[src/rtl/result_display_mux.sv]
// Latches the 5-bit adder result and scans it in decimal across a 4-digit
// common-anode seven-segment display. Segments and anodes are active-low.
module result_display_mux #(
    parameter int unsigned REFRESH_CYCLES = 100000,
    parameter int unsigned CNT_W          = 17
) (
    input  logic       clk,
    input  logic       rst_n,
    input  logic       load,
    input  logic [3:0] sum,
    input  logic       cout,
    output logic [4:0] value,
    output logic [6:0] seg,
    output logic       dp,
    output logic [3:0] an
);

    localparam logic [CNT_W-1:0] CNT_LAST  = CNT_W'(REFRESH_CYCLES - 1);
    localparam logic [6:0]       SEG_BLANK = 7'b1111111;
    localparam logic [6:0]       SEG_DASH  = 7'b0111111;
    localparam logic [6:0]       SEG_C     = 7'b1000110;

    logic [4:0]       value_q,  value_d;
    logic             loaded_q, loaded_d;
    logic [CNT_W-1:0] cnt_q,    cnt_d;
    logic [1:0]       idx_q,    idx_d;
    logic [3:0]       an_q,     an_d;
    logic [6:0]       seg_q,    seg_d;

    logic [1:0]       tens;
    logic [3:0]       ones;

    function automatic logic [6:0] seg_digit(input logic [3:0] d);
        case (d)
            4'd0:    seg_digit = 7'b1000000;
            4'd1:    seg_digit = 7'b1111001;
            4'd2:    seg_digit = 7'b0100100;
            4'd3:    seg_digit = 7'b0110000;
            4'd4:    seg_digit = 7'b0011001;
            4'd5:    seg_digit = 7'b0010010;
            4'd6:    seg_digit = 7'b0000010;
            4'd7:    seg_digit = 7'b1111000;
            4'd8:    seg_digit = 7'b0000000;
            4'd9:    seg_digit = 7'b0010000;
            default: seg_digit = SEG_BLANK;
        endcase
    endfunction

    // Value never exceeds 31, so range compares replace a general divider.
    always_comb begin
        tens = 2'd0;
        ones = 4'(value_q);
        if (value_q >= 5'd30) begin
            tens = 2'd3;
            ones = 4'(value_q - 5'd30);
        end else if (value_q >= 5'd20) begin
            tens = 2'd2;
            ones = 4'(value_q - 5'd20);
        end else if (value_q >= 5'd10) begin
            tens = 2'd1;
            ones = 4'(value_q - 5'd10);
        end
    end

    always_comb begin
        value_d  = value_q;
        loaded_d = loaded_q;
        if (load) begin
            value_d  = {cout, sum};
            loaded_d = 1'b1;
        end

        cnt_d = cnt_q + 1'b1;
        idx_d = idx_q;
        if (cnt_q == CNT_LAST) begin
            cnt_d = '0;
            idx_d = idx_q + 2'd1;
        end

        an_d = ~(4'b0001 << idx_q);

        seg_d = SEG_BLANK;
        if (!loaded_q) begin
            seg_d = SEG_DASH;
        end else begin
            case (idx_q)
                2'd0:    seg_d = seg_digit(ones);
                2'd1:    seg_d = (tens == 2'd0) ? SEG_BLANK : seg_digit({2'b00, tens});
                2'd2:    seg_d = SEG_BLANK;
                default: seg_d = value_q[4] ? SEG_C : SEG_BLANK;
            endcase
        end
    end

    always_ff @(posedge clk) begin
        if (!rst_n) begin
            value_q  <= '0;
            loaded_q <= 1'b0;
            cnt_q    <= '0;
            idx_q    <= '0;
            an_q     <= '1;
            seg_q    <= '1;
        end else begin
            value_q  <= value_d;
            loaded_q <= loaded_d;
            cnt_q    <= cnt_d;
            idx_q    <= idx_d;
            an_q     <= an_d;
            seg_q    <= seg_d;
        end
    end

    assign value = value_q;
    assign an    = an_q;
    assign seg   = seg_q;
    assign dp    = 1'b1;

endmodule

[config.mk]
export PLATFORM = sky130hd
export DESIGN_NAME = result_display_mux
export DESIGN_NICKNAME = d
export VERILOG_FILES = /design/src/rtl/result_display_mux.sv
export SDC_FILE = /design/constraint.sdc
export NUM_CORES = 1
export LEC_CHECK = 0
export BUFFER_PORTS_ARGS = -buffer_cell sky130_fd_sc_hd__clkbuf_2
export CAP_MARGIN = 40
export CORE_MARGIN = 4
export CORE_UTILIZATION = 25
export DETAILED_ROUTE_END_ITERATION = 12
export PLACE_DENSITY = 0.46
export SYNTH_ARGS = -nofsm -noshare
export SYNTH_HDL_FRONTEND = slang
export SYNTH_SLANG_ARGS = --single-unit
[constraint.sdc]
create_clock -name clk -period 3 [get_ports clk]
set_input_delay 0.3 -clock clk [delete_from_list [all_inputs] [get_ports clk]]
set_output_delay 0.3 -clock clk [all_outputs]
set_load 0.02 [all_outputs]
# --- Word-level counts from Yosys, hierarchy flattened ---
# Memory sizes are Yosys's and may differ from the RTL's.
# Index checks and enable logic that the tools add are counted.
word_totals:
  mem_count: 1
  regBits: 36
  input_bits: 8
  word_cells: 40
  rom_bits: 112
classes:
  order_cmp: 3
  n_mux: 11
  n_shift: 1
  n_addsub: 5
  eq_ne: 6
  n_reduce_logical: 4
  n_bitwise: 2
memory_table:
  columns: ["memory", "words", "word_bits", "read_ports", "rd_ports_with_merged_regs", "write_ports", "line_no", "source"]
  rows:
  - ["(no name shown)", 16, 7, 1, 0, 0, "34", "case (d)"]
ops:
  columns: ["op", "n"]
  rows:
  - ["$pmux 7 s3", 2]
  - ["$add 17x1->17 const B", 1]
  - ["$eq 17x17->1 const B", 1]
  - ["$mux 7", 2]
  - ["$mux 4", 3]
  - ["$ge 5x5->1 const B", 2]
  - ["$sub 4x4->4 const B", 2]
  - ["$eq 2x2->1 const B", 3]
  - ["$mux 6", 1]
  - ["$ge 5x4->1 const B", 1]
  - ["$eq 2x1->1 const B", 2]
  - ["$logic_not 2->1", 2]
  - ["$mux 2", 2]
  - ["$not 4->4", 1]
  - ["$shl 1x2->4 const A", 1]
  - ["$sub 4x3->4 const B", 1]
  - ["$add 2x1->2 const B", 1]
  - ["$reduce_and 2->1", 1]
  - ["$reduce_or 2->1", 1]
  - ["$mux 1", 1]
  - ["$not 1->1", 1]

# --- Logic depth before layout (Yosys ltp) ---
# Gate-level depths: netlist (run 1).
logic_depth:
  ltp_word: 9
  ltp_mapped: 11
  depth_no_buf: 11

# --- Least setup slack after synthesis (run 1) ---
# Ideal clock, no wire load.
synth_path:
  path_kind: "register to register"
  startpoint: "register value_q[1], in the netlist value[1]"
  endpoint: "register seg_q[0], in the netlist seg[0]"
  synth_period_minus_slack_ns: 2.386
  required_ns: 2.877
  path_buffers: 0
  setup_slack_ns: 0.614
  setup_time_ns: 0.123
  arrival_time_ns: 2.263
  path_stages_with_launch: 12
  path_cell_list: "dfxtp_1 inv_1 ha_1 nor2b_1 o21ai_0 o22ai_1 nor2_1 inv_1 ha_1 nand2b_1 a21oi_1 o21ai_0"
synth_via:
  elab_chain_cells: 8
  word_cells_on_any_way: 20
  cone_classes: "add/sub: 3; order compare: 3; eq/ne: 3; mux: 9; reduce/logical: 1; memory: 1"
synth_rtl:
  columns: ["element", "line_no", "source"]
  rows:
  - ["start: declaration", "23", "logic [4:0] value_q, value_d;"]
  - ["start signal: assignment", "104", "value_q <= value_d;"]
  - ["branches (longest 7 deep; another with $mem_v2 16x7)", null, null]
  - ["$pmux 7 s3 (*)", "86", "case (idx_q)"]
  - ["end signal: assignment", "109", "seg_q <= seg_d;"]
  - ["end: declaration", "28", "logic [6:0] seg_q, seg_d;"]
# Mark *: on every way between the ends. The select of a mux whose other input is x is not followed.
# A chain may end at the register's enable or synchronous reset.

# --- Worst setup path after layout (run 1) ---
layout_path:
  startpoint: "register value_q[2], in the netlist value[2]"
  endpoint: "register seg_q[3], in the netlist seg[3]"
# The elaborated chain is that of the path after synthesis.

==> report_table.html, run 1 <==
<table>
<tr><th>Metric</th><th>Value</th></tr>
<tr><th colspan="2">Worst setup path</th></tr>
<tr><td>Critical Path Slowest Stage Cell</td><td>sky130_fd_sc_hd__dfxtp_1</td></tr>
<tr><td>Cells along the critical path</td><td>ha_1, nor2b_1, o21ai_0, o211a_1, nor2_1, inv_1, ha_1, nand2b_1, a21oi_1, o21ai_0</td></tr>
<tr><td>Capturing element type of the critical path</td><td>flop</td></tr>
<tr><td>Kind of launch point of the worst setup path</td><td>flop</td></tr>
<tr><td>Data required time at the worst endpoint</td><td>3.16 ns</td></tr>
<tr><td>CP Data Arrival Time</td><td>2.78 ns</td></tr>
<tr><td>Maximum fanout encountered on the critical timing path</td><td>9</td></tr>
<tr><td>Type of the setup path with the least slack</td><td>flop to flop</td></tr>
<tr><td>Maximum single-stage delay on the critical path</td><td>0.49 ns</td></tr>
<tr><th colspan="2">Clock network</th></tr>
<tr><td>Library cell used as clock root buffer</td><td>sky130_fd_sc_hd__clkbuf_8</td></tr>
<tr><td>Post-CTS Hold Buffers</td><td>0</td></tr>
<tr><td>Resized cells post-CTS</td><td>0</td></tr>
<tr><td>Clock Pin Slew Worst Setup and Hold Paths</td><td>0.07 ns</td></tr>
<tr><td>Worst-skew pair later-pin latency</td><td>0.28 ns</td></tr>
<tr><td># clock sinks</td><td>36</td></tr>
<tr><td># Post-CTS Setup Buffers</td><td>0</td></tr>
<tr><td>Maximum level of the CTS H-tree</td><td>2</td></tr>
<tr><td>Maximum count of clock buffers along a single path</td><td>2</td></tr>
<tr><td>CTS tree</td><td>yes</td></tr>
<tr><td>Number of clock buffers inserted by TritonCTS</td><td>5</td></tr>
<tr><th colspan="2">Pwr</th></tr>
<tr><td>Share of total power in combinational logic</td><td>14.5%</td></tr>
<tr><td>Clock group share of total power</td><td>35.2%</td></tr>
<tr><td>Internal power component</td><td>0.000742 W</td></tr>
<tr><td>Power density of the placed cells</td><td>444 mW/mm2</td></tr>
<tr><td>Proportion of total power due to net switching</td><td>27.0%</td></tr>
<tr><td>IR drop worst, VDD</td><td>0.000163 V</td></tr>
<tr><td>Leakage component of the power</td><td>0.982 nW</td></tr>
<tr><td>Net switching power</td><td>0.000274 W</td></tr>
<tr><td>Power share of the sequential group</td><td>50.3%</td></tr>
<tr><th colspan="2">STA</th></tr>
<tr><td>Unrepaired setup endpoints after global routing</td><td>no</td></tr>
<tr><td>Hold Vio Cnt, Final</td><td>0</td></tr>
<tr><td>Final setup violation count</td><td>0</td></tr>
<tr><td>Worst clock skew</td><td>0.00730 ns</td></tr>
<tr><td>Pins Over Slew Limit</td><td>0</td></tr>
<tr><td>Actual slew at the worst max-slew pin</td><td>0.647 ns</td></tr>
<tr><td>Hold WS</td><td>0.277 ns</td></tr>
<tr><td>Max_slew headroom</td><td>56.9%</td></tr>
<tr><td>Post-route fraction of the period consumed by the critical path</td><td>87.1%</td></tr>
<tr><td>Final sum of negative setup slack</td><td>0 ns</td></tr>
<tr><td>Post-layout min period</td><td>2.61 ns</td></tr>
<tr><td>Achievable frequency</td><td>383 MHz</td></tr>
<tr><th colspan="2">Synth</th></tr>
<tr><td>Sequential element share of the synthesized area</td><td>36.2%</td></tr>
<tr><td>Number of synthesized flops with an enable pin</td><td>0</td></tr>
<tr><td>Cell variety after synth</td><td>50</td></tr>
<tr><td>Mean instance size in the synthesized netlist</td><td>8.96 um2</td></tr>
<tr><td>Primary flip-flop cell chosen by synthesis mapping</td><td>sky130_fd_sc_hd__dfxtp_1</td></tr>
<tr><td>Syn_nets</td><td>247</td></tr>
<tr><td>Post-Synthesis Cell Area</td><td>0.00199 mm2</td></tr>
<tr><td>Post-synthesis sequential element count</td><td>36</td></tr>
<tr><td>Number of warning messages in the yosys log</td><td>0</td></tr>
<tr><td>Post-Syn Instances</td><td>222</td></tr>
<tr><td>Async S/R FF share, synth</td><td>0%</td></tr>
<tr><th colspan="2">Floorplanning</th></tr>
<tr><td>Die Area</td><td>0.00945 mm2</td></tr>
<tr><td>Area of the core</td><td>0.00773 mm2</td></tr>
<tr><td>Die outline width</td><td>97.2 um</td></tr>
<tr><td>Die span in y</td><td>97.2 um</td></tr>
<tr><td>Floorplan row count</td><td>32</td></tr>
<tr><td>I/O pin cnt</td><td>25</td></tr>
<tr><td>Effective utilization at floorplan</td><td>25.7%</td></tr>
<tr><th colspan="2">Route</th></tr>
<tr><td>Wire length per cell after detailed routing</td><td>11.6 um</td></tr>
<tr><td>Antenna Violating Nets Remaining</td><td>0</td></tr>
<tr><td>Detailed Route WL</td><td>4050 um</td></tr>
<tr><td>TritonRoute pass-1 iters</td><td>4</td></tr>
<tr><td>Number of DRC violations after detailed-routing iteration 0</td><td>41</td></tr>
<tr><td>DRC violation count after routing</td><td>0</td></tr>
<tr><td>Vias after detailed routing</td><td>1550</td></tr>
<tr><td>Vias per cell</td><td>4.45</td></tr>
<tr><th colspan="2">GRT</th></tr>
<tr><td>Pin count of the biggest net entering global routing</td><td>18</td></tr>
<tr><td>Overall overflow remaining after global route</td><td>0</td></tr>
<tr><td>Vias in the first global route</td><td>1486</td></tr>
<tr><td>Global-route wire length before repair</td><td>6910 um</td></tr>
<tr><td>Initial antenna violation count</td><td>0</td></tr>
<tr><td>Global router's overall resource usage</td><td>8.85%</td></tr>
<tr><th colspan="2">Place</th></tr>
<tr><td>Buffers added on ports</td><td>23</td></tr>
<tr><td>DPL Wire Length</td><td>3060 um</td></tr>
<tr><td>Global placer's final weighted congestion</td><td>0.810</td></tr>
<tr><th colspan="2">Job</th></tr>
<tr><td>Maximum capacitance violations</td><td>0</td></tr>
<tr><th colspan="2">Finish</th></tr>
<tr><td>Fraction of final layout cells with drive strength greater than 1</td><td>16.7%</td></tr>
<tr><td>Post-layout nets</td><td>270</td></tr>
<tr><td>Growth of design area from synthesis to finish</td><td>15.1%</td></tr>
<tr><td>Antenna Diode Count</td><td>0</td></tr>
<tr><td>Filler Cells Inserted</td><td>819</td></tr>
<tr><th colspan="2">Status</th></tr>
<tr><td>Result of the run</td><td>finished clean</td></tr>
<tr><th colspan="2">Worst hold path</th></tr>
<tr><td>Worst hold-check path type</td><td>input pin to flop</td></tr>
</table>
logic make-up after synthesis:
family | share of synthesized area [%]
compound gates | 14.3
xor+xnor | 7.48
other cells | 0.188
fa+ha+maj | 10.7
simple gates | 22.3
flops | 36.2
mux | 4.09
buf+inv | 4.65
state kept, by name (all words and copies together), names as in the netlist:
name / count
cnt_q: 17
loaded_q: 1
value: 5
an: 4
idx_q: 2
seg: 7
worst max-delay path: cells and delay by family, from the launching register on:
| kind | cells | cell delay, ns |
|---|---|---|
| compound gates | 4 | 0.76 |
| simple gates | 3 | 0.73 |
| flops | 1 | 0.49 |
| fa+ha+maj | 2 | 0.39 |
| buf+inv | 1 | 0.13 |
power by group through the flow:
stage,registers (W),clock network [W],logic [W]
detailed placement,0.000523,0,0.000148
global placement,0.000523,0,0.000152
global route,0.000514,0.000394,0.000167
floorplan,0.000530,0,0.000101
finish,0.000511,0.000357,0.000147
CTS,0.000511,0.000378,0.000149
Yosys cell counts (2+ instances only):
cell type	number	share of area (%)
sky130_fd_sc_hd__buf_2	2	0.50
sky130_fd_sc_hd__a21oi_1	6	1.5
sky130_fd_sc_hd__o21bai_1	2	0.75
sky130_fd_sc_hd__mux2i_1	7	3.5
sky130_fd_sc_hd__or2_2	2	0.63
sky130_fd_sc_hd__and4_1	2	0.88
sky130_fd_sc_hd__inv_1	13	2.5
sky130_fd_sc_hd__nor2_1	25	4.7
sky130_fd_sc_hd__o32a_1	2	1.0
sky130_fd_sc_hd__nor2b_1	8	2.5
sky130_fd_sc_hd__o211ai_1	2	0.75
sky130_fd_sc_hd__xnor2_1	7	3.1
sky130_fd_sc_hd__a21boi_0	2	0.75
sky130_fd_sc_hd__o21ai_0	9	2.3
sky130_fd_sc_hd__xor2_1	10	4.4
sky130_fd_sc_hd__nand2_1	9	1.7
sky130_fd_sc_hd__and3_1	6	1.9
sky130_fd_sc_hd__nand3_1	12	3.0
sky130_fd_sc_hd__nor3_1	2	0.50
sky130_fd_sc_hd__clkbuf_1	4	0.75
sky130_fd_sc_hd__a31o_2	3	1.3
sky130_fd_sc_hd__nand2b_1	5	1.6
sky130_fd_sc_hd__dfxtp_1	36	36
sky130_fd_sc_hd__ha_1	17	11
sky130_fd_sc_hd__and3b_1	2	0.88
sky130_fd_sc_hd__and2_1	3	0.94
layer usage:
layer,vias up,GRT usage [%],part of all wire (%)
met5,-,0,0
met4,0,2.27,0.99
met3,5,3.37,4.5
met2,18,14.8,47
met1,722,10.6,47
li1,805,-,-
cell usage in the layout, fill, tap and decap left out, types with 2 or more instances in the layout:
cell type                   n
sky130_fd_sc_hd__and4_1     2
sky130_fd_sc_hd__o21ai_0    9
sky130_fd_sc_hd__nor3_1     2
sky130_fd_sc_hd__o211ai_1   2
sky130_fd_sc_hd__ha_1      17
sky130_fd_sc_hd__o21bai_1   2
sky130_fd_sc_hd__and2_1     3
sky130_fd_sc_hd__a21boi_0   2
sky130_fd_sc_hd__nand2_1    9
sky130_fd_sc_hd__and3_1     6
sky130_fd_sc_hd__clkbuf_8   6
sky130_fd_sc_hd__xnor2_1    7
sky130_fd_sc_hd__a31o_2     3
sky130_fd_sc_hd__nand3_1   12
sky130_fd_sc_hd__nor2_1    25
sky130_fd_sc_hd__inv_1     13
sky130_fd_sc_hd__and3b_1    2
sky130_fd_sc_hd__mux2i_1    7
sky130_fd_sc_hd__nor2b_1    8
sky130_fd_sc_hd__clkbuf_2  23
sky130_fd_sc_hd__nand2b_1   5
sky130_fd_sc_hd__dfxtp_1   36
sky130_fd_sc_hd__o32a_1     2
sky130_fd_sc_hd__xor2_1    10
sky130_fd_sc_hd__or2_2      2
sky130_fd_sc_hd__a21oi_1    6
per-stage QoR:
stage | cells | setup WS [ns] | power, W | cell area, um2 | utilization, %
floorplan | 222 | 0.614 | 0.000631 | 1990 | -
global placement | 340 | 0.489 | 0.000675 | 2200 | 28.4
detailed placement | 340 | 0.398 | 0.000671 | 2200 | 28.4
CTS | 348 | 0.385 | 0.00104 | 2290 | 29.6
global route | 348 | 0.0539 | 0.00108 | 2290 | 29.6
finish | 348 | 0.387 | 0.00102 | 2290 | 29.6
worst paths after layout:
check,from,cells after the start,to,slack [ns]
worst min register to register,cnt_q[0],1,cnt_q[0],0.46
worst min-delay path,sum[3],3,value[3],0.28
worst max register to register,value[2],10,seg[3],0.39
worst max-delay path,value[2],10,seg[3],0.39
area by class of cell:
class	instances	area [um2]	share of cell area, %
clock inverters	1	7.51	0.328
flip-flops and latches	36	721	31.5
well taps	102	128	5.57
inverters	13	48.8	2.13
repair buffers	24	123	5.36
multi-input cells	165	1180	51.4
clock buffers	7	86.3	3.77
No activity file was read; power rests on OpenSTA's default activity.
==> run 2: changes to the inputs <==
- CORE_ASPECT_RATIO: default -> 0.5
==> run 2 against run 1 <==
Global-route usage shrank 0.23 points. Via count shrank 2.3%. Final cell count grew 1.7%. Design area grew 3.6%. Utilization grew 1.9 points. Combinational power is essentially flat.
==> report_table.html, run 2 (synthesis results as in run 1) <==
<table>
<tr><th>Metric</th><th>Value</th></tr>
<tr><th colspan="2">Floorplanning</th></tr>
<tr><td>I/O pin cnt</td><td>25 (unchanged)</td></tr>
<tr><td>Area of the core</td><td>0.00751 mm2 (-2.8%)</td></tr>
<tr><td>Effective utilization at floorplan</td><td>26.5% (+0.73 points)</td></tr>
<tr><td>Die span in y</td><td>71.1 um (-27%)</td></tr>
<tr><td>Floorplan row count</td><td>22 (-31%)</td></tr>
<tr><td>Die outline width</td><td>134 um (+38%)</td></tr>
<tr><td>Die Area</td><td>0.00954 mm2 (+0.92%)</td></tr>
<tr><th colspan="2">Status</th></tr>
<tr><td>Result of the run</td><td>finished clean</td></tr>
<tr><th colspan="2">STA</th></tr>
<tr><td>Post-route fraction of the period consumed by the critical path</td><td>85.0% (-2.1 points)</td></tr>
<tr><td>Post-layout min period</td><td>2.55 ns (-0.0644 ns)</td></tr>
<tr><td>Unrepaired setup endpoints after global routing</td><td>no</td></tr>
<tr><td>Final sum of negative setup slack</td><td>0 ns (unchanged)</td></tr>
<tr><td>Hold Vio Cnt, Final</td><td>0 (unchanged)</td></tr>
<tr><td>Achievable frequency</td><td>392 MHz (+2.5%)</td></tr>
<tr><td>Pins Over Slew Limit</td><td>0 (unchanged)</td></tr>
<tr><td>Max_slew headroom</td><td>59.6% (+2.7 points)</td></tr>
<tr><td>Actual slew at the worst max-slew pin</td><td>0.606 ns (-0.0405 ns)</td></tr>
<tr><td>Final setup violation count</td><td>0 (unchanged)</td></tr>
<tr><td>Worst clock skew</td><td>0.00371 ns (-0.00359 ns)</td></tr>
<tr><th colspan="2">Finish</th></tr>
<tr><td>Commonest non-fill, non-tap cell in the layout</td><td>sky130_fd_sc_hd__dfxtp_1</td></tr>
<tr><td>Growth of design area from synthesis to finish</td><td>19.2%</td></tr>
<tr><td>Final core occ</td><td>31.6% (+1.9 points)</td></tr>
<tr><td>Antenna Diode Count</td><td>0 (unchanged)</td></tr>
<tr><td>Post-layout nets</td><td>270 (unchanged)</td></tr>
<tr><td>Most flop-heavy register</td><td>cnt_q</td></tr>
<tr><td>Filler Cells Inserted</td><td>806 (-1.6%)</td></tr>
<tr><td>Multi-input gate area</td><td>0.00118 mm2 (unchanged)</td></tr>
<tr><td>Commonest cells after routing, fill and taps aside</td><td>sky130_fd_sc_hd__dfxtp_1 (36), sky130_fd_sc_hd__nor2_1 (25), sky130_fd_sc_hd__clkbuf_2 (23)</td></tr>
<tr><td>Max reg flops</td><td>17 (unchanged)</td></tr>
<tr><td>FF+latch area</td><td>721 um2 (unchanged)</td></tr>
<tr><td>Fraction of final layout cells with drive strength greater than 1</td><td>17.1% (+0.41 points)</td></tr>
<tr><th colspan="2">Pwr</th></tr>
<tr><td>Net switching power</td><td>0.000300 W (+9.4%)</td></tr>
<tr><td>Share of total power in combinational logic</td><td>11.8% (-2.7 points)</td></tr>
<tr><td>Power share of the sequential group</td><td>41.1% (-9.2 points)</td></tr>
<tr><td>IR drop worst, VDD</td><td>0.000259 V (+59%)</td></tr>
<tr><td>Internal power component</td><td>0.000946 W (+28%)</td></tr>
<tr><td>Clock group share of total power</td><td>47.1% (+12 points)</td></tr>
<tr><td>Power density of the placed cells</td><td>525 mW/mm2 (+18%)</td></tr>
<tr><td>Proportion of total power due to net switching</td><td>24.1% (-2.9 points)</td></tr>
<tr><td>Leakage component of the power</td><td>1.02 nW (+3.6%)</td></tr>
<tr><th colspan="2">Place</th></tr>
<tr><td>Buffers added on ports</td><td>23 (unchanged)</td></tr>
<tr><td>DPL Wire Length</td><td>2950 um (-3.5%)</td></tr>
<tr><td>Global placer's final weighted congestion</td><td>0.786 (-3.0%)</td></tr>
<tr><th colspan="2">Worst setup path</th></tr>
<tr><td>Reg-to-reg endpoint</td><td>seg[0]</td></tr>
<tr><td>Cell type group with the largest total delay on the critical path</td><td>simple AND/OR/NAND/NOR gates</td></tr>
<tr><td>Cells along the critical path</td><td>ha_1, nor2b_1, o21ai_1, o211a_1, nor2_1, inv_1, ha_1, nand2b_1, a21oi_1, o21ai_0</td></tr>
<tr><td>Capturing element type of the critical path</td><td>flop</td></tr>
<tr><td>Flop2flop setup slack</td><td>0.45 ns (+0.06 ns)</td></tr>
<tr><td>Worst setup path start</td><td>value[2]</td></tr>
<tr><td>Crit path top cell by count</td><td>sky130_fd_sc_hd__ha_1</td></tr>
<tr><td>Worst path depth</td><td>10 (unchanged)</td></tr>
<tr><td>Launching point of the worst reg2reg path</td><td>value[2]</td></tr>
<tr><td>Type of the setup path with the least slack</td><td>flop to flop</td></tr>
<tr><td>CP Data Arrival Time</td><td>2.70 ns (-0.08 ns)</td></tr>
<tr><td>Maximum fanout encountered on the critical timing path</td><td>9 (unchanged)</td></tr>
<tr><td>Maximum single-stage delay on the critical path</td><td>0.50 ns (about the same)</td></tr>
<tr><td>Kind of launch point of the worst setup path</td><td>flop</td></tr>
<tr><td>Setup crit end</td><td>seg[0]</td></tr>
<tr><td>Data required time at the worst endpoint</td><td>3.15 ns (about the same)</td></tr>
<tr><td>Reg2reg path depth</td><td>10 (unchanged)</td></tr>
<tr><td>Critical Path Slowest Stage Cell</td><td>sky130_fd_sc_hd__dfxtp_1</td></tr>
<tr><td>Buf/Inv on CP</td><td>1 (unchanged)</td></tr>
<tr><th colspan="2">Route</th></tr>
<tr><td>TritonRoute pass-1 iters</td><td>4 (unchanged)</td></tr>
<tr><td>Antenna Violating Nets Remaining</td><td>0 (unchanged)</td></tr>
<tr><td>Wire length per cell after detailed routing</td><td>11.1 um (-4.6%)</td></tr>
<tr><td>Vias after detailed routing</td><td>1515 (-2.3%)</td></tr>
<tr><td>Number of DRC violations after detailed-routing iteration 0</td><td>110 (+170%)</td></tr>
<tr><td>Detailed Route WL</td><td>3930 um (-2.9%)</td></tr>
<tr><td>Vias per cell</td><td>4.28 (-3.9%)</td></tr>
<tr><td>DRC violation count after routing</td><td>0 (unchanged)</td></tr>
<tr><th colspan="2">GRT</th></tr>
<tr><td>Overall overflow remaining after global route</td><td>0 (unchanged)</td></tr>
<tr><td>Initial antenna violation count</td><td>0 (unchanged)</td></tr>
<tr><td>Pin count of the biggest net entering global routing</td><td>18 (unchanged)</td></tr>
<tr><td>Global router's overall resource usage</td><td>8.62% (-0.23 points)</td></tr>
<tr><td>Global-route wire length before repair</td><td>6760 um (-2.2%)</td></tr>
<tr><td>Vias in the first global route</td><td>1475 (-0.74%)</td></tr>
<tr><th colspan="2">Clock network</th></tr>
<tr><td>CTS tree</td><td>yes</td></tr>
<tr><td>Worst-skew pair later-pin latency</td><td>0.28 ns (about the same)</td></tr>
<tr><td>Library cell used as clock root buffer</td><td>sky130_fd_sc_hd__clkbuf_16</td></tr>
<tr><td># clock sinks</td><td>36 (unchanged)</td></tr>
<tr><td>Number of clock buffers inserted by TritonCTS</td><td>5 (unchanged)</td></tr>
<tr><td>Clock Pin Slew Worst Setup and Hold Paths</td><td>0.06 ns (about the same)</td></tr>
<tr><td>Maximum count of clock buffers along a single path</td><td>2 (unchanged)</td></tr>
<tr><td>Post-CTS Hold Buffers</td><td>0 (unchanged)</td></tr>
<tr><td>Maximum level of the CTS H-tree</td><td>2 (unchanged)</td></tr>
<tr><th colspan="2">Job</th></tr>
<tr><td>Maximum capacitance violations</td><td>0 (unchanged)</td></tr>
<tr><th colspan="2">Worst hold path</th></tr>
<tr><td>Worst hold-check path type</td><td>input pin to flop</td></tr>
</table>
run 2: area by class of cell:
class	count	share of cell area [%]
clock buffers	5	5.28
clock inverters	3	1.79
inverters	13	2.06
multi-input cells	165	49.6
flip-flops and latches	36	30.4
well taps	108	5.70
repair buffers	24	5.17
run 2: worst min-delay path, delay by kind of cell:
family                 cells  cell delay (ns)
AND/OR/NAND/NOR            1             0.10
buffers and inverters      1             0.07
multiplexers               1             0.05
run 2: what timing repair did:
action,4_1_cts,5_1_grt
resized for setup,0,1
endpoints found under the setup margin,0,2
setup buffers,0,0
run 2: power groups by stage:
stage | Sequential, W | Clock, W | Combinational [W]
after global placement | 0.000522 | 0 | 0.000148
after floorplan | 0.000530 | 0 | 0.000101
after global routing | 0.000515 | 0.000630 | 0.000165
final | 0.000512 | 0.000587 | 0.000147
after CTS | 0.000512 | 0.000607 | 0.000148
after detailed placement | 0.000522 | 0 | 0.000147
run 2: metrics by stage:
step           cells  cell area (um2)  hold WS (ns)  total power [W]  setup slack (ns)
6_report         354             2370         0.289          0.00125             0.451
5_1_grt          354             2370         0.302          0.00131             0.132
4_1_cts          354             2370         0.290          0.00127             0.350
3_5_place_dp     346             2200         0.451         0.000669             0.358
3_3_place_gp     346             2200         0.447         0.000671             0.486
2_1_floorplan    222             1990         0.426         0.000631             0.614
run 2: layer usage:
layer / vias up / part of all wire (%) / GRT usage [%]
li1: 803 / - / -
met1: 692 / 51 / 11.0
met2: 15 / 45 / 14.4
met3: 5 / 2.6 / 2.34
met4: 0 / 0.79 / 2.71
met5: - / 0 / 0
run 2: worst min-delay path by stage:
stage,endpoint,cells past startpoint,slack [ns],start
floorplan,cnt_q[0],1,0.43,cnt_q[0]
global placement,cnt_q[0],1,0.45,cnt_q[0]
detailed placement,cnt_q[0],1,0.45,cnt_q[0]
CTS,value[3],3,0.29,sum[3]
global route,value[3],3,0.30,sum[3]
finish,value[3],3,0.29,sum[3]
